--- config.mk ---
export PLATFORM = sky130hd
export DESIGN_NAME = serial_divider_flat
export DESIGN_NICKNAME = d
export VERILOG_FILES = /design/src/rtl/serial_divider_if.sv /design/src/rtl/serial_divider.sv /design/src/flat_wrapper.sv
export SDC_FILE = /design/constraint.sdc
export NUM_CORES = 1
export LEC_CHECK = 0
export BUFFER_PORTS_ARGS = -buffer_cell sky130_fd_sc_hd__buf_2
export CORE_ASPECT_RATIO = 1.25
export CORE_MARGIN = 8
export CORE_UTILIZATION = 65
export DETAILED_ROUTE_END_ITERATION = 7
export HOLD_SLACK_MARGIN = 0.05
export PLACE_DENSITY = 0.9
export RECOVER_POWER = 100
export SLEW_MARGIN = 15
export SYNTH_ARGS = -nofsm -noshare
export SYNTH_HDL_FRONTEND = slang
export SYNTH_SLANG_ARGS = --single-unit
--- constraint.sdc ---
create_clock -name clock -period 12.4 [get_ports clock]
set_input_delay 1.24 -clock clock [delete_from_list [all_inputs] [get_ports clock]]
set_output_delay 1.24 -clock clock [all_outputs]
set_load 0.05 [all_outputs]
--- src/rtl/serial_divider_if.sv ---
// Execute-stage <-> divider handshake bundle: operands and op in, pulsed result out.
// Latency: n/a (wires only).
// Backpressure: none; the execute stage stalls on its own until ready pulses.
interface serial_divider_if #(
  parameter int XLEN = 32
);
  logic            enable;
  logic            clear;
  logic [3:0]      op;
  logic [XLEN-1:0] rdata1;
  logic [XLEN-1:0] rdata2;
  logic            ready;
  logic [XLEN-1:0] result;

  // execute stage drives the request and samples the answer
  modport master (
    output enable, clear, op, rdata1, rdata2,
    input  ready, result
  );

  // divider consumes the request and drives the answer
  modport slave (
    input  enable, clear, op, rdata1, rdata2,
    output ready, result
  );
endinterface

--- src/rtl/serial_divider.sv ---
// RV32M DIV/DIVU/REM/REMU, radix-2 restoring, one quotient bit per cycle.
// Latency: XLEN+1 cycles from enable to ready; divide-by-zero, signed overflow and cache hits take 1.
// Backpressure: none; enable is ignored while busy, clear aborts. Optional result cache: DIVIDER_CACHE_EN.
module serial_divider #(
  parameter int XLEN = 32
) (
  input  logic           clock,
  input  logic           reset,
  serial_divider_if.slave div
);

  localparam int CW = $clog2(XLEN);

  typedef enum logic [1:0] {IDLE, BUSY, DONE} state_t;

  state_t          state_q, state_d;
  logic [CW-1:0]   cnt_q, cnt_d;
  logic [XLEN-1:0] rem_q, rem_d;
  logic [XLEN-1:0] quo_q, quo_d;
  logic [XLEN-1:0] dvs_q, dvs_d;
  logic            is_rem_q, is_rem_d;
  logic            neg_quo_q, neg_quo_d;
  logic            neg_rem_q, neg_rem_d;
  logic            ready_q, ready_d;
  logic [XLEN-1:0] result_q, result_d;

  // op decode; anything that is not exactly one known bit behaves as DIVU
  logic            op_div, op_rem, op_remu, op_signed, op_is_rem;
  logic            sign_a, sign_b;
  logic [XLEN-1:0] abs_a, abs_b;
  logic            div_zero, sgn_ovf, start;

  // one restoring step
  logic [XLEN:0]   wide;
  logic            ge;
  logic [XLEN-1:0] diff, rem_it, quo_it, quo_fin, rem_fin;

  logic            cache_hit;
  logic [XLEN-1:0] cache_res;

  // decode the incoming request and its special cases
  always_comb begin
    op_div    = (div.op == 4'b0001);
    op_rem    = (div.op == 4'b0100);
    op_remu   = (div.op == 4'b1000);
    op_signed = op_div | op_rem;
    op_is_rem = op_rem | op_remu;
    sign_a    = op_signed & div.rdata1[XLEN-1];
    sign_b    = op_signed & div.rdata2[XLEN-1];
    abs_a     = sign_a ? (~div.rdata1 + 1'b1) : div.rdata1;
    abs_b     = sign_b ? (~div.rdata2 + 1'b1) : div.rdata2;
    div_zero  = (div.rdata2 == '0);
    sgn_ovf   = op_signed && (div.rdata1 == {1'b1, {(XLEN-1){1'b0}}}) && (div.rdata2 == '1);
    start     = (state_q == IDLE) && div.enable && !div.clear;
  end

  // one iteration: shift {rem,quo} left, subtract divisor if it fits.
  // The compare is XLEN+1 wide because the shifted remainder can exceed XLEN
  // bits when the divisor has its MSB set; the difference itself always fits.
  always_comb begin
    wide    = {rem_q, quo_q[XLEN-1]};
    ge      = (wide >= {1'b0, dvs_q});
    diff    = wide[XLEN-1:0] - dvs_q;
    rem_it  = ge ? diff : wide[XLEN-1:0];
    quo_it  = {quo_q[XLEN-2:0], ge};
    quo_fin = neg_quo_q ? (~quo_it + 1'b1) : quo_it;
    rem_fin = neg_rem_q ? (~rem_it + 1'b1) : rem_it;
  end

`ifdef DIVIDER_CACHE_EN
  logic            c_vld_q;
  logic [3:0]      c_op_q, op_cap_q;
  logic [XLEN-1:0] c_a_q, c_b_q, c_res_q, a_cap_q, b_cap_q;

  // hit only on an exact repeat of the last normally-completed request
  always_comb begin
    cache_hit = c_vld_q && (div.op == c_op_q) && (div.rdata1 == c_a_q) && (div.rdata2 == c_b_q);
    cache_res = c_res_q;
  end

  // capture raw request at start, fill on normal completion, drop on clear
  always_ff @(posedge clock) begin
    if (!reset) begin
      c_vld_q  <= 1'b0;
      c_op_q   <= '0;
      c_a_q    <= '0;
      c_b_q    <= '0;
      c_res_q  <= '0;
      op_cap_q <= '0;
      a_cap_q  <= '0;
      b_cap_q  <= '0;
    end else if (div.clear) begin
      c_vld_q <= 1'b0;
    end else begin
      if (start) begin
        op_cap_q <= div.op;
        a_cap_q  <= div.rdata1;
        b_cap_q  <= div.rdata2;
      end
      if (state_q == BUSY && cnt_q == '0) begin
        c_vld_q <= 1'b1;
        c_op_q  <= op_cap_q;
        c_a_q   <= a_cap_q;
        c_b_q   <= b_cap_q;
        c_res_q <= result_d;
      end
    end
  end
`else
  // without the cache every normal request iterates
  always_comb begin
    cache_hit = 1'b0;
    cache_res = '0;
  end
`endif

  // state register
  always_ff @(posedge clock) begin
    if (!reset) state_q <= IDLE;
    else        state_q <= state_d;
  end

  // next-state logic; clear wins over everything
  always_comb begin
    state_d = state_q;
    case (state_q)
      IDLE: begin
        if (start) begin
          if (div_zero || sgn_ovf || cache_hit) state_d = DONE;
          else                                  state_d = BUSY;
        end
      end
      BUSY: begin
        if (div.clear)         state_d = IDLE;
        else if (cnt_q == '0)  state_d = DONE;
      end
      DONE:    state_d = IDLE;
      default: state_d = IDLE;
    endcase
  end

  // datapath and registered outputs: operand setup, iteration, final sign fix
  always_comb begin
    cnt_d     = cnt_q;
    rem_d     = rem_q;
    quo_d     = quo_q;
    dvs_d     = dvs_q;
    is_rem_d  = is_rem_q;
    neg_quo_d = neg_quo_q;
    neg_rem_d = neg_rem_q;
    ready_d   = 1'b0;
    result_d  = result_q;
    case (state_q)
      IDLE: begin
        if (start) begin
          is_rem_d  = op_is_rem;
          neg_quo_d = op_div & (sign_a ^ sign_b);
          neg_rem_d = op_rem & sign_a;
          if (div_zero) begin
            ready_d  = 1'b1;
            result_d = op_is_rem ? div.rdata1 : '1;
          end else if (sgn_ovf) begin
            ready_d  = 1'b1;
            result_d = op_is_rem ? '0 : div.rdata1;
          end else if (cache_hit) begin
            ready_d  = 1'b1;
            result_d = cache_res;
          end else begin
            cnt_d = CW'(XLEN - 1);
            rem_d = '0;
            quo_d = abs_a;
            dvs_d = abs_b;
          end
        end
      end
      BUSY: begin
        if (!div.clear) begin
          rem_d = rem_it;
          quo_d = quo_it;
          if (cnt_q == '0) begin
            ready_d  = 1'b1;
            result_d = is_rem_q ? rem_fin : quo_fin;
          end else begin
            cnt_d = cnt_q - 1'b1;
          end
        end
      end
      default: ;
    endcase
  end

  // datapath registers
  always_ff @(posedge clock) begin
    if (!reset) begin
      cnt_q     <= '0;
      rem_q     <= '0;
      quo_q     <= '0;
      dvs_q     <= '0;
      is_rem_q  <= 1'b0;
      neg_quo_q <= 1'b0;
      neg_rem_q <= 1'b0;
      ready_q   <= 1'b0;
      result_q  <= '0;
    end else begin
      cnt_q     <= cnt_d;
      rem_q     <= rem_d;
      quo_q     <= quo_d;
      dvs_q     <= dvs_d;
      is_rem_q  <= is_rem_d;
      neg_quo_q <= neg_quo_d;
      neg_rem_q <= neg_rem_d;
      ready_q   <= ready_d;
      result_q  <= result_d;
    end
  end

  assign div.ready  = ready_q;
  assign div.result = result_q;

endmodule

--- src/flat_wrapper.sv ---
// flat-port wrapper written by rule: the top's interface ports become plain ports
module serial_divider_flat 
#(
  parameter int XLEN = 32
)
  (clock, reset, div_enable, div_clear, div_op, div_rdata1, div_rdata2, div_ready, div_result);
  serial_divider_if #(.XLEN(XLEN)) div_i ();
  input  logic clock;
  input  logic reset;
  input wire logic [$bits(div_i.enable)-1:0] div_enable;
  input wire logic [$bits(div_i.clear)-1:0] div_clear;
  input wire logic [$bits(div_i.op)-1:0] div_op;
  input wire logic [$bits(div_i.rdata1)-1:0] div_rdata1;
  input wire logic [$bits(div_i.rdata2)-1:0] div_rdata2;
  output wire logic [$bits(div_i.ready)-1:0] div_ready;
  output wire logic [$bits(div_i.result)-1:0] div_result;
  assign div_i.enable = div_enable;
  assign div_i.clear = div_clear;
  assign div_i.op = div_op;
  assign div_i.rdata1 = div_rdata1;
  assign div_i.rdata2 = div_rdata2;
  assign div_ready = div_i.ready;
  assign div_result = div_i.result;
  serial_divider #(.XLEN(XLEN)) u_core (.clock(clock), .reset(reset), .div(div_i));
endmodule
* Yosys cells after proc, flatten, opt, wreduce, memory -nomap -nowiden
Index checks and enable logic that the tools add are counted.
** Storage, ports and cells
- Flip-flop bits (word level) :: 139
- Bits of input ports :: 72
- Output and inout port bits :: 33
- Word-level logic and storage cells :: 101
** Cells by class
- $add $sub $neg :: 6
- $lt $le $gt $ge :: 1
- Equality and inequality tests :: 14
- Multiplexer cells :: 41
- Bitwise operators :: 13
- Reduce and logical (&&, ||, !) cells :: 16
** Operator list (number)
- $mux 32 :: 21
- $pmux 32 s2 :: 3
- $add 32x1->32 const B :: 4
- $not 32->32 :: 4
- $eq 32x32->1 const B :: 2
- $ge 33x32->1 :: 1
- $logic_not 32->1 :: 1
- $sub 32x32->32 :: 1
- $mux 5 :: 5
- $pmux 5 s2 :: 1
- $reduce_and 5->1 :: 2
- $mux 2 :: 4
- $ne 2x2->1 const B :: 4
- $reduce_and 6->1 :: 1
- $logic_not 5->1 :: 1
- $mux 1 :: 5
- $sub 5x1->5 const B :: 1
- $and 1x1->1 :: 4
- $eq 4x1->1 const B :: 1
- $eq 4x3->1 const B :: 1
- $eq 4x4->1 const B :: 1
- $logic_and 1x1->1 :: 4
- $ne 2x1->1 const B :: 2
- $pmux 2 s2 :: 1
- other kinds (13) :: 16

* Logic depth before layout (Yosys ltp)
Gate-level depths: netlist of run 1.
- Word-level depth :: 9
- Depth in mapped cells :: 24

* Worst setup path after synthesis of run 1
Ideal clock, no wire load.
- Kind :: register -> register
- From :: reg u_core.dvs_q[27]
- To :: reg u_core.result_q[24] (netlist: u_core.div.result[24])
- Arrival :: 4.439 ns
- Path slack :: 7.829 ns
- Cell stages (with the launch flop) :: 22
- Buffers on the path :: 5
- Path through :: dfxtp_1 -> inv_1 -> ha_1 -> buf_2 -> nand4_4 -> nor4_4 -> nand3_2 -> and4_4 -> buf_6 -> nand3_4 -> buf_4 -> buf_4 -> buf_2 -> mux2i_1 -> ha_1 -> o2111ai_1 -> a311oi_1 -> a32o_2 -> o2111ai_1 -> or4_1 -> a21oi_1 -> o22ai_1
** On the way
- Longest elaborated chain between the ends :: 9
- Elaborated cells on any way between the ends :: 12
- Classes of those cells :: add/sub: 2; order compare: 1; mux: 7; bitwise: 2
** Ends and longest elaborated chain
- from (decl) :: RTL line serial_divider.sv:20 : logic [XLEN-1:0] dvs_q, dvs_d;
- from (signal assigned) :: RTL line serial_divider.sv:208 : dvs_q <= dvs_d;
- $ge 33x32->1 * :: RTL line serial_divider.sv:62 : ge = (wide >= {1'b0, dvs_q});
- $mux 32 :: RTL line serial_divider.sv:64 : rem_it = ge ? diff : wide[XLEN-1:0];
- $not 32->32 :: RTL line serial_divider.sv:67 : rem_fin = neg_rem_q ? (~rem_it + 1'b1) : rem_it;
- $add 32x1->32 :: RTL line serial_divider.sv:67
- $mux 32 :: RTL line serial_divider.sv:67
- $mux 32 * :: RTL line serial_divider.sv:182 : result_d = is_rem_q ? rem_fin : quo_fin;
- $mux 32 * :: RTL line serial_divider.sv:180 : if (cnt_q == '0) begin
- $mux 32 * :: RTL line serial_divider.sv:177 : if (!div.clear) begin
- $pmux 32 s2 * :: RTL line serial_divider.sv:153 : case (state_q)
- to (signal assigned) :: RTL line serial_divider.sv:213 : result_q <= result_d;
- to (decl) :: RTL line serial_divider.sv:25 : logic [XLEN-1:0] result_q, result_d;
Mark *: on every way between the ends. The rest lies on a longest branch, timed or not. The select of a mux whose other input is x is not followed.
A chain may end at the register's enable or synchronous reset.

* Worst setup path in the final report of run 1
- From :: in div_op[2]
- To :: reg u_core.result_q[24] (netlist: u_core.div.result[24])
** On the way
- Longest elaborated chain between the ends :: 7
- Elaborated cells on any way between the ends :: 15
- Classes of those cells :: eq/ne: 4; mux: 6; bitwise: 2; reduce/logical: 3
** Ends and longest elaborated chain
- from (decl) :: RTL line flat_wrapper.sv:12 : input wire logic [$bits(div_i.op)-1:0] div_op;
- $eq 4x3->1 / $eq 4x4->1 (equally long branches) :: RTL line serial_divider.sv:44, serial_divider.sv:45
- $or 1x1->1 :: RTL line serial_divider.sv:47 : op_is_rem = op_rem | op_remu;
- $mux 32 :: RTL line serial_divider.sv:164 : result_d = op_is_rem ? '0 : div.rdata1;
- $mux 32 :: RTL line serial_divider.sv:162 : end else if (sgn_ovf) begin
- $mux 32 :: RTL line serial_divider.sv:159 : if (div_zero) begin
- $mux 32 :: RTL line serial_divider.sv:155 : if (start) begin
- $pmux 32 s2 :: RTL line serial_divider.sv:153
Parallel ways exist; a longest one is shown, timed or not. The select of a mux whose other input is x is not followed.

==> impl_metrics.py, run 1 <==
metrics = {
    "clock_tree": {
        "tritoncts": "yes",
        "cts.clk_slew.worst_paths_ns": 0.06,
        "cts_resized": 0,
        "clock_sinks": 139,
        "cts_root_buf": "sky130_fd_sc_hd__clkbuf_16",
        "cts-buffers-inserted": 17,
        "clock_tree_buffer_depth": 2,
        "clkLatencyLatePin_ns": 0.44,
        "cts_hold_repair.buffers": 0,
        "ctsHtreeMaxLevel": 4,
        "post-cts-setup-buffers": 0,
    },
    "worst_setup_path": {
        "crit_path_top_delay_cell": "sky130_fd_sc_hd__clkbuf_1",
        "critical_path_s_top_delay_family": "simple AND/OR/NAND/NOR gates",
        "worstPathMaxFanout": 60,
        "critical_path_required_ns": 12.73,
        "cp_data_arrival_time_ns": 7.53,
        "path_buf_inv": 2,
        "critPathMaxStageDelay_ns": 1.84,
        "critPathKind": "input pin to flip-flop",
        "worstSetupStartpointType": "input pin",
        "worst_setup_path_end_kind": "flip-flop",
        "crit_path_cell_trace": "clkbuf_1 > xnor2_1 > nor3_1 > nand2_1 > or4_1 > nand3b_1 > o21ai_0 > nand3b_1 > a21boi_4 > clkbuf_1 > nand2_1 > or3_1 > o22ai_1",
    },
    "logic_synthesis": {
        "asyncSetResetFlopFracSynth_pct": 0,
        "yosysTopAreaCellShare_pct": 23.6,
        "yosys-top-cells-count": "sky130_fd_sc_hd__nor2_1 (271), sky130_fd_sc_hd__dfxtp_1 (139), sky130_fd_sc_hd__a21oi_1 (130)",
        "postSynth.topFlopCell": "sky130_fd_sc_hd__dfxtp_1",
        "synth_nets": 1741,
        "synth.yosys.seq_area_share_pct": 23.6,
        "synth_top_area_cell": "sky130_fd_sc_hd__dfxtp_1",
        "yosys_register_bits": 139,
        "synthesis.area_um2": 11800,
        "post_synth_inst_count": 1630,
        "syn_area_per_cell_um2": 7.24,
        "unique_masters_post_synth": 93,
        "yosys_warnings": 0,
        "yosys.cell_count.top_type": "sky130_fd_sc_hd__nor2_1",
        "post_synth_main_area_contributors": "sky130_fd_sc_hd__dfxtp_1 (24%), sky130_fd_sc_hd__nor2_1 (8.6%), sky130_fd_sc_hd__a21oi_1 (5.5%)",
        "synth-edff-count": 0,
    },
    "power": {
        "total_leakage_power_nw": 4.78,
        "share_comb_of_total_power_pct": 31.0,
        "maximum_vdd_drop_mv": 0.0985,
        "seqPwrFrac_pct": 33.0,
        "power_frac_clock_pct": 36.1,
        "power.density_nw_per_um2": 116,
        "switching_share_pct": 35.8,
        "psw_uw": 535,
        "cell_internal_pwr_uw": 961,
        "total_power_mw": 1.50,
    },
    "die": {
        "fp.dieH_um": 167,
        "rows": 55,
        "design.portCount": 105,
        "floorplan.initialDensity_pct": 65.7,
        "die_area_um2": 22800,
        "floorplan_core_area_um2": 18000,
        "die_w_um": 137,
    },
    "grt": {
        "grt.overflow.total": 0,
        "grt_use_total_pct": 32.2,
        "grt_pass1_vias": 11900,
        "initial_antenna_violation_count": 0,
        "grt_first_pass_wirelength_um": 60000,
        "grt_start_max_net_pins": 99,
    },
    "sta": {
        "finClkSkew_ns": 0.00830,
        "final.min_clock_period_ns": 7.20,
        "tns_ns": 0,
        "slew_headroom_pct": -124,
        "drv_slew": 282,
        "final_critical_path_setup_slack_ns": 5.20,
        "finalCritPeriodShare_pct": 58.0,
        "setup_violations": 0,
        "fmax_mhz": 139,
        "finalHoldViolCount": 0,
        "slew_of_the_pin_with_the_lowest_slew_margin_ns": 3.36,
        "rsz0062_at_grt": "no",
    },
    "placed_design": {
        "post-place-cells": 1869,
        "dp_worst_setup_slack_ns": 7.06,
        "post-dp-hpwl_um": 27700,
        "numPortBuffers": 104,
        "routabilityCongestion": 0.968,
    },
    "drt": {
        "drt_drc_violations_left": 0,
        "total_vias_in_the_final_route": 12900,
        "detailedRoute.firstPassIterationCount": 5,
        "detail_route.vias_per_cell": 6.78,
        "drt-wirelength-per-cell_um": 19.6,
        "drt-initial-drc-count": 1468,
        "postRouteAntennaNets": 0,
        "drt-total-wl_um": 37200,
    },
    "final_layout": {
        "antenna-diode-count": 0,
        "drive_above_1_share_pct": 8.79,
        "area_growth_pct": 8.81,
        "layout.cells.non_filler": 1901,
        "final_nets": 1771,
    },
    "status": {
        "violations": "max-capacitance violations, max-slew violations",
        "run_status": "finished, violations left",
    },
    "worst_hold_path": {
        "worst_hold_path_type": "flip-flop to flip-flop",
    },
    "job": {
        "max_cap_violations": 5,
    },
}
==> registers in the layout, indices dropped and copies added (netlist names) <==
signal,count
u_core.neg_quo_q,1
u_core.neg_rem_q,1
u_core.is_rem_q,1
u_core.div.result,32
u_core.quo_q,32
u_core.state_q,2
u_core.div.ready,1
u_core.cnt_q,5
u_core.rem_q,32
u_core.dvs_q,32
==> through the flow <==
step	instance area, µm²	utilization, %	hold WS, ns
finish	12800	71.5	0.487
global placement	12300	68.5	0.466
global route	12800	71.5	0.513
floorplan	11800	-	0.450
detailed placement	12300	68.5	0.474
CTS	12900	71.9	0.482
==> routing by layer <==
metal	part of all wire, %	up-vias	global-route usage, %
met1	39	5945	39.8
li1	-	6045	-
met3	8.8	147	5.45
met5	0	-	0
met4	5.4	0	19.1
met2	47	755	51.2
==> kinds of logic (layout without fill, tap and decap cells) <==
| family | after synthesis | after routing | share of synthesized area, % |
|---|---|---|---|
| fa+ha+maj | 39 | 39 | 4.20 |
| compound gates | 526 | 526 | 30.1 |
| xor+xnor | 128 | 128 | 9.50 |
| buf+inv | 168 | 211 | 5.79 |
| mux | 30 | 30 | 2.56 |
| flops | 139 | 139 | 23.6 |
| simple gates | 600 | 600 | 24.3 |
==> layout by cell type, fill, tap and decap left out, types with 6 or more instances in the layout <==
cell type                   netlist  layout
sky130_fd_sc_hd__o22ai_1          7       7
sky130_fd_sc_hd__a31oi_1          7       7
sky130_fd_sc_hd__buf_4            2       9
sky130_fd_sc_hd__dfxtp_1        139     139
sky130_fd_sc_hd__nand3_1         30      30
sky130_fd_sc_hd__nand2_1        119     119
sky130_fd_sc_hd__buf_2           20      69
sky130_fd_sc_hd__mux2i_1         28      28
sky130_fd_sc_hd__o41ai_1         15      15
sky130_fd_sc_hd__nand3b_1         6       6
sky130_fd_sc_hd__a22oi_1         12      12
sky130_fd_sc_hd__nor3_1          40      41
sky130_fd_sc_hd__xnor2_1         74      74
sky130_fd_sc_hd__or4_1           12      12
sky130_fd_sc_hd__nor4_1          15      14
sky130_fd_sc_hd__a211oi_1        70      70
sky130_fd_sc_hd__a21oi_1        130     130
sky130_fd_sc_hd__and2_1          11      10
sky130_fd_sc_hd__clkbuf_16        0      17
sky130_fd_sc_hd__xor2_1          54      54
sky130_fd_sc_hd__or3_1           21      21
sky130_fd_sc_hd__o31a_1           7       7
sky130_fd_sc_hd__o21ai_0         97      98
sky130_fd_sc_hd__o21a_1          16      16
sky130_fd_sc_hd__nor2b_1          7       7
sky130_fd_sc_hd__ha_1            38      38
sky130_fd_sc_hd__o211ai_1        35      35
sky130_fd_sc_hd__nand4_1         25      25
sky130_fd_sc_hd__a311oi_1        20      20
sky130_fd_sc_hd__inv_1           60      60
sky130_fd_sc_hd__o32ai_1          5       6
sky130_fd_sc_hd__o21ai_1         12      10
sky130_fd_sc_hd__o31ai_1         16      16
sky130_fd_sc_hd__a21o_1          12      12
sky130_fd_sc_hd__clkbuf_1        77      42
sky130_fd_sc_hd__nand2b_1         7       6
sky130_fd_sc_hd__nor2_1         271     270
==> power by group through the flow <==
stage / sequential [mW] / combinational [mW] / clock, mW
2_1_floorplan: 0.506 / 0.327 / 0
4_1_cts: 0.492 / 0.453 / 0.539
5_1_grt: 0.496 / 0.501 / 0.558
3_5_place_dp: 0.502 / 0.448 / 0
3_3_place_gp: 0.500 / 0.440 / 0
6_report: 0.493 / 0.463 / 0.539
==> worst reg2reg max path, stage by stage, from the launching register on <==
cell and delay [ns]:
sky130_fd_sc_hd__dfxtp_1 0.51, sky130_fd_sc_hd__ha_1 0.39, sky130_fd_sc_hd__a21o_1 0.24, sky130_fd_sc_hd__a21oi_2 0.28
sky130_fd_sc_hd__a21oi_2 0.14, sky130_fd_sc_hd__o2111ai_4 0.35, sky130_fd_sc_hd__nand3_4 0.55, sky130_fd_sc_hd__mux2i_1 0.46
sky130_fd_sc_hd__ha_1 0.28, sky130_fd_sc_hd__o2111ai_1 0.19, sky130_fd_sc_hd__a311oi_1 0.34, sky130_fd_sc_hd__a32o_2 0.30
sky130_fd_sc_hd__o2111ai_1 0.22, sky130_fd_sc_hd__or4_1 0.57, sky130_fd_sc_hd__a21oi_1 0.17, sky130_fd_sc_hd__o22ai_1 0.10
==> final timing paths <==
| path | cells past startpoint | start | endpoint | slack (ns) |
|---|---|---|---|---|
| min | 2 | u_core.dvs_q[31] | u_core.dvs_q[31] | 0.49 |
| max | 13 | div_op[2] | u_core.div.result[24] | 5.20 |
| min reg2reg | 2 | u_core.dvs_q[31] | u_core.dvs_q[31] | 0.49 |
| max reg2reg | 15 | u_core.rem_q[2] | u_core.div.result[24] | 7.10 |
==> layout make-up <==
cell class | count | area (µm²)
multi-input combinational | 1323 | 8370
clock inverter | 9 | 135
timing repair buffer | 117 | 559
fill | 1410 | 5120
tap | 228 | 285
inverter | 62 | 236
clock buffer | 23 | 478
sequential | 139 | 2780
No activity file was read; power rests on OpenSTA's default activity.
==> run 2: changes to the inputs <==
- CORE_UTILIZATION: 65 -> 56
- PLACE_DENSITY: 0.9 -> 0.83
- clock period: 12.4 -> 5.85 ns (I/O delays scaled with it)
==> run 2 against run 1 <==
The flow still finishes with violations (max-capacitance violations, max-slew violations). First-iteration DRC count down 23%. Cell count up 2.4%. Clock power up 100%. Critical path type is now flip-flop to flip-flop. Non-clock buffer count unchanged. Clock skew up 0.0031 ns. Largest power group unchanged. Register-to-register slack worse by 6.5 ns. Design area about the same. Critical path depth up 2. Worst setup slack worse by 4.6 ns. Power up 110%.
==> impl_metrics.py, run 2 (synthesized netlist as in run 1, its figures left out) <==
metrics = {
    "clock_tree": {
        "post-cts-setup-buffers": 0,
        "clock_sinks": 139,
        "cts_resized": 0,
        "cts-buffers-inserted": 17,
        "tritoncts": "yes",
        "cts.clk_slew.worst_paths_ns": 0.06,
        "clkLatencyLatePin_ns": 0.43,
        "clock_tree_buffer_depth": 2,
        "cts_root_buf": "sky130_fd_sc_hd__clkbuf_16",
        "ctsHtreeMaxLevel": 4,
        "cts_hold_repair.buffers": 0,
    },
    "final_layout": {
        "final_nets": 1771,
        "postLayoutCellArea_um2": 12900,
        "drive_above_1_share_pct": 8.79,
        "area_growth_pct": 8.88,
        "final_core_util_pct": 62.0,
        "antenna-diode-count": 0,
        "layout.cells.most_common_list": "sky130_fd_sc_hd__nor2_1 (271), sky130_fd_sc_hd__dfxtp_1 (139), sky130_fd_sc_hd__a21oi_1 (131)",
        "most_common_library_cell_in_the_layout_ignoring_fill_and_taps": "sky130_fd_sc_hd__nor2_1",
    },
    "drt": {
        "drt-initial-drc-count": 1124,
        "postRouteAntennaNets": 0,
        "drt-total-wl_um": 38200,
        "drt-wirelength-per-cell_um": 19.6,
        "detailedRoute.firstPassIterationCount": 6,
        "detail_route.vias_per_cell": 6.51,
        "total_vias_in_the_final_route": 12700,
        "drt_drc_violations_left": 0,
    },
    "job": {
        "max_cap_violations": 2,
    },
    "grt": {
        "grt_pass1_vias": 12000,
        "grt_first_pass_wirelength_um": 62000,
        "grt_use_total_pct": 28.9,
        "grt_start_max_net_pins": 98,
        "initial_antenna_violation_count": 0,
        "grt.overflow.total": 0,
    },
    "sta": {
        "finClkSkew_ns": 0.0114,
        "setup_violations": 0,
        "finalCritPeriodShare_pct": 89.1,
        "finalHoldViolCount": 0,
        "drv_slew": 70,
        "final.min_clock_period_ns": 5.22,
        "tns_ns": 0,
        "rsz0062_at_grt": "no",
        "slew_of_the_pin_with_the_lowest_slew_margin_ns": 1.90,
        "slew_headroom_pct": -27.4,
        "fmax_mhz": 192,
    },
    "worst_setup_path": {
        "cp_data_arrival_time_ns": 5.48,
        "worstSetupStartpointType": "flip-flop",
        "critical_path_required_ns": 6.11,
        "rr_startpoint": "u_core.rem_q[2]",
        "worst-r2r-cell-count": 15,
        "worstSetupStartpoint": "u_core.rem_q[2]",
        "worstPathMaxFanout": 26,
        "critPathKind": "flip-flop to flip-flop",
        "ff2ff_setup_slack_ns": 0.63,
        "critical_path.reg2reg.endpoint": "u_core.div.result[24]",
        "cp-endpoint": "u_core.div.result[24]",
        "worst_setup_path_end_kind": "flip-flop",
    },
    "die": {
        "die_w_um": 146,
        "floorplan_core_area_um2": 20700,
        "design.portCount": 105,
        "die_area_um2": 26000,
        "rows": 59,
        "floorplan.initialDensity_pct": 56.9,
        "fp.dieH_um": 178,
    },
    "power": {
        "total_power_mw": 3.12,
        "total_leakage_power_nw": 4.77,
        "power.density_nw_per_um2": 243,
        "maximum_vdd_drop_mv": 0.208,
    },
    "placed_design": {
        "numPortBuffers": 104,
        "dpl-instance-area_um2": 12400,
        "post-dp-hpwl_um": 28700,
        "routabilityCongestion": 0.949,
    },
    "worst_hold_path": {
        "worst_hold_path_type": "flip-flop to flip-flop",
    },
    "status": {
        "violations": "max-capacitance violations, max-slew violations",
        "run_status": "finished, violations left",
    },
}
## run 2: cell type report
| class | count | area [µm²] |
|---|---|---|
| tap | 274 | 343 |
| sequential | 139 | 2780 |
| timing repair buffer | 117 | 579 |
| clock buffer | 21 | 460 |
| clock inverter | 10 | 118 |
| inverter | 62 | 236 |
| multi-input combinational | 1323 | 8330 |
| fill | 1917 | 7890 |
## run 2: how the worst min path moves through the flow
stage	from	cells after the start	end
finish	u_core.div.result[22]	2	u_core.div.result[22]
global route	u_core.div.result[18]	2	u_core.div.result[18]
CTS	u_core.div.result[22]	2	u_core.div.result[22]
detailed placement	u_core.div.result[22]	2	u_core.div.result[22]
global placement	u_core.div.result[18]	2	u_core.div.result[18]
floorplan	u_core.dvs_q[25]	2	u_core.dvs_q[25]
## run 2: per-layer routing
metal,track usage (%),share of wire (%),vias up
met2,48.3,46,646
met5,0,0,-
met3,5.10,7.1,139
met1,34.6,41,5840
met4,16.6,5.6,0
li1,-,-,6043
## run 2: power breakdown
part	switching [mW]	internal [mW]	total, mW
Sequential	0.0487	0.995	1.04
Clock	0.439	0.649	1.09
Combinational	0.657	0.334	0.991
Total	1.14	1.98	3.12
## run 2: critical path, cell delays in order (launching register included)
cell and delay [ns]:
sky130_fd_sc_hd__dfxtp_1 0.50, sky130_fd_sc_hd__ha_1 0.40, sky130_fd_sc_hd__a21o_1 0.25, sky130_fd_sc_hd__a21oi_1 0.44, sky130_fd_sc_hd__a21oi_2 0.16, sky130_fd_sc_hd__o2111ai_4 0.35
sky130_fd_sc_hd__nand3_4 0.37, sky130_fd_sc_hd__mux2i_1 0.37, sky130_fd_sc_hd__ha_1 0.28, sky130_fd_sc_hd__o2111ai_1 0.19, sky130_fd_sc_hd__a311oi_1 0.33, sky130_fd_sc_hd__a32o_2 0.30
sky130_fd_sc_hd__o2111ai_1 0.25, sky130_fd_sc_hd__or4_1 0.60, sky130_fd_sc_hd__a21oi_1 0.16, sky130_fd_sc_hd__o22ai_1 0.10
## run 2: stage by stage
stage          instances  hold WS [ns]  setup WS, ns
2_1_floorplan       1630         0.450          1.28
3_3_place_gp        1915         0.454          1.05
3_5_place_dp        1915         0.459          1.00
4_1_cts             1946         0.473         0.959
5_1_grt             1946         0.501         0.261
6_report            1946         0.469         0.635
==> run 3: changes to the inputs <==
- BUFFER_PORTS_ARGS: -buffer_cell sky130_fd_sc_hd__buf_2 -> not set
- CORE_UTILIZATION: 56 -> 59
- DONT_BUFFER_PORTS: not set -> 1
- PLACE_DENSITY: 0.83 -> 0.82
==> run 3 against run 2 <==
The flow still finishes with violations (max-capacitance violations, max-slew violations). Register-to-register slack better by 0.03 ns. Combinational power decreased by 8.7%. Worst setup slack better by 0.032 ns. Clock power grew 7%.
==> impl_metrics.py, run 3 (synthesized netlist as in run 1, its figures left out) <==
metrics = {
    "status": {
        "run_status": "finished, violations left",
        "violations": "max-capacitance violations, max-slew violations",
    },
    "grt": {
        "grt_use_total_pct": 30.3,
        "grt_start_max_net_pins": 99,
        "initial_antenna_violation_count": 0,
        "grt_pass1_vias": 11500,
        "met1_usage_pct": 35.0,
        "groute.layer.met2.usage_pct": 50.7,
        "grt_first_pass_wirelength_um": 60900,
        "grt_use_met3_pct": 6.51,
        "grt_busiest_layer": "met2",
        "grt.overflow.total": 0,
    },
    "final_layout": {
        "layout.cells.non_filler": 1839,
        "drive_above_1_share_pct": 5.10,
        "layout.cells.most_common_list": "sky130_fd_sc_hd__nor2_1 (271), sky130_fd_sc_hd__dfxtp_1 (139), sky130_fd_sc_hd__a21oi_1 (130)",
        "final_nets": 1668,
        "postLayoutCellArea_um2": 12400,
        "most_common_library_cell_in_the_layout_ignoring_fill_and_taps": "sky130_fd_sc_hd__nor2_1",
        "area_growth_pct": 5.34,
        "antenna-diode-count": 0,
    },
    "placed_design": {
        "dpl-instance-area_um2": 11800,
        "routabilityCongestion": 0.953,
        "numPortBuffers": 0,
        "post-dp-hpwl_um": 28400,
        "post-place-cells": 1808,
    },
    "clock_tree": {
        "cts_resized": 0,
        "cts-buffers-inserted": 17,
        "cts.clk_slew.worst_paths_ns": 0.06,
        "ctsHtreeMaxLevel": 4,
        "clock_sinks": 139,
        "tritoncts": "yes",
        "cts_root_buf": "sky130_fd_sc_hd__clkbuf_16",
        "clkLatencyLatePin_ns": 0.44,
        "clock_tree_buffer_depth": 2,
        "cts_hold_repair.buffers": 0,
        "post-cts-setup-buffers": 0,
    },
    "sta": {
        "slew_headroom_pct": -28.7,
        "drv_slew": 63,
        "final.min_clock_period_ns": 5.18,
        "tns_ns": 0,
        "finalCritPeriodShare_pct": 88.6,
        "finClkSkew_ns": 0.0109,
        "setup_violations": 0,
        "fmax_mhz": 193,
        "rsz0062_at_grt": "no",
        "slew_of_the_pin_with_the_lowest_slew_margin_ns": 1.92,
        "finalHoldViolCount": 0,
    },
    "die": {
        "die_area_um2": 24800,
        "design.portCount": 105,
        "floorplan.initialDensity_pct": 59.4,
        "floorplan_core_area_um2": 19900,
        "fp.dieH_um": 174,
        "die_w_um": 143,
        "rows": 58,
    },
    "worst_setup_path": {
        "critical_path_required_ns": 6.12,
        "cp_data_arrival_time_ns": 5.45,
        "worstPathMaxFanout": 26,
        "critPathKind": "flip-flop to flip-flop",
        "worstSetupStartpointType": "flip-flop",
        "worst_setup_path_end_kind": "flip-flop",
    },
    "job": {
        "max_cap_violations": 2,
    },
    "drt": {
        "detailedRoute.firstPassIterationCount": 5,
        "drt-wirelength-per-cell_um": 20.6,
        "drt-initial-drc-count": 1243,
        "postRouteAntennaNets": 0,
        "total_vias_in_the_final_route": 12200,
        "drt_drc_violations_left": 0,
        "detail_route.vias_per_cell": 6.65,
        "drt-total-wl_um": 38000,
    },
    "power": {
        "power.density_nw_per_um2": 253,
        "maximum_vdd_drop_mv": 0.170,
        "total_power_mw": 3.15,
        "total_leakage_power_nw": 4.48,
    },
    "worst_hold_path": {
        "worst_hold_path_type": "input pin to flip-flop",
    },
}
## run 3: changes by cell type in the layout (fill, tap and decap cells not counted), sizes merged
cell	delta
buf	-68
clkbuf	-36
clkinv	-1
bufinv	+2
## run 3: area by class of cell
| class | count | area (µm²) |
|---|---|---|
| clock buffers | 20 | 457 |
| clock inverters | 11 | 168 |
| multi-input cells | 1323 | 8360 |
| flip-flops and latches | 139 | 2780 |
| repair buffers | 14 | 96.3 |
| fillers | 1862 | 7450 |
| well taps | 270 | 338 |
| inverters | 62 | 236 |
## run 3: report_power, final
group	switching, mW	internal, mW
combinational	0.591	0.314
sequential	0.0761	0.995
clock	0.441	0.733
## run 3: path summary, 6_finish.rpt
kind                          from                    end  slack (ns)  cells after the start
setup reg to reg  u_core.rem_q[23]  u_core.div.result[24]        0.67                     15
hold reg to reg   u_core.dvs_q[25]       u_core.dvs_q[25]        0.48                      2
setup / recovery  u_core.rem_q[23]  u_core.div.result[24]        0.67                     15
hold / removal               reset        u_core.cnt_q[3]        0.26                      1
## run 3: critical path, cell delays in order (launching register included)
cell and delay (ns):
sky130_fd_sc_hd__dfxtp_1 0.37, sky130_fd_sc_hd__ha_1 0.46, sky130_fd_sc_hd__nand4_1 0.27, sky130_fd_sc_hd__nor4_4 0.46, sky130_fd_sc_hd__nand3_2 0.14, sky130_fd_sc_hd__and4_1 0.34
sky130_fd_sc_hd__nand3_4 0.35, sky130_fd_sc_hd__mux2i_1 0.36, sky130_fd_sc_hd__ha_1 0.26, sky130_fd_sc_hd__o2111ai_1 0.17, sky130_fd_sc_hd__a311oi_1 0.36, sky130_fd_sc_hd__a32o_1 0.35
sky130_fd_sc_hd__o2111ai_1 0.26, sky130_fd_sc_hd__or4_1 0.59, sky130_fd_sc_hd__a21oi_1 0.17, sky130_fd_sc_hd__o22ai_1 0.11
## run 3: routing by layer
layer	wire [µm]	up-vias
met2	18200	572
met5	0	-
met4	2000	0
met1	14700	5706
li1	-	5835
met3	3080	121
## run 3: through the flow
step           util [%]  hold WS [ns]  setup slack, ns
2_1_floorplan         -         0.450             1.28
5_1_grt            62.5         0.253            0.364
6_report           62.5         0.260            0.667
3_3_place_gp       59.6         0.466             1.24
4_1_cts            62.7         0.260            0.982
3_5_place_dp       59.6         0.471             1.10
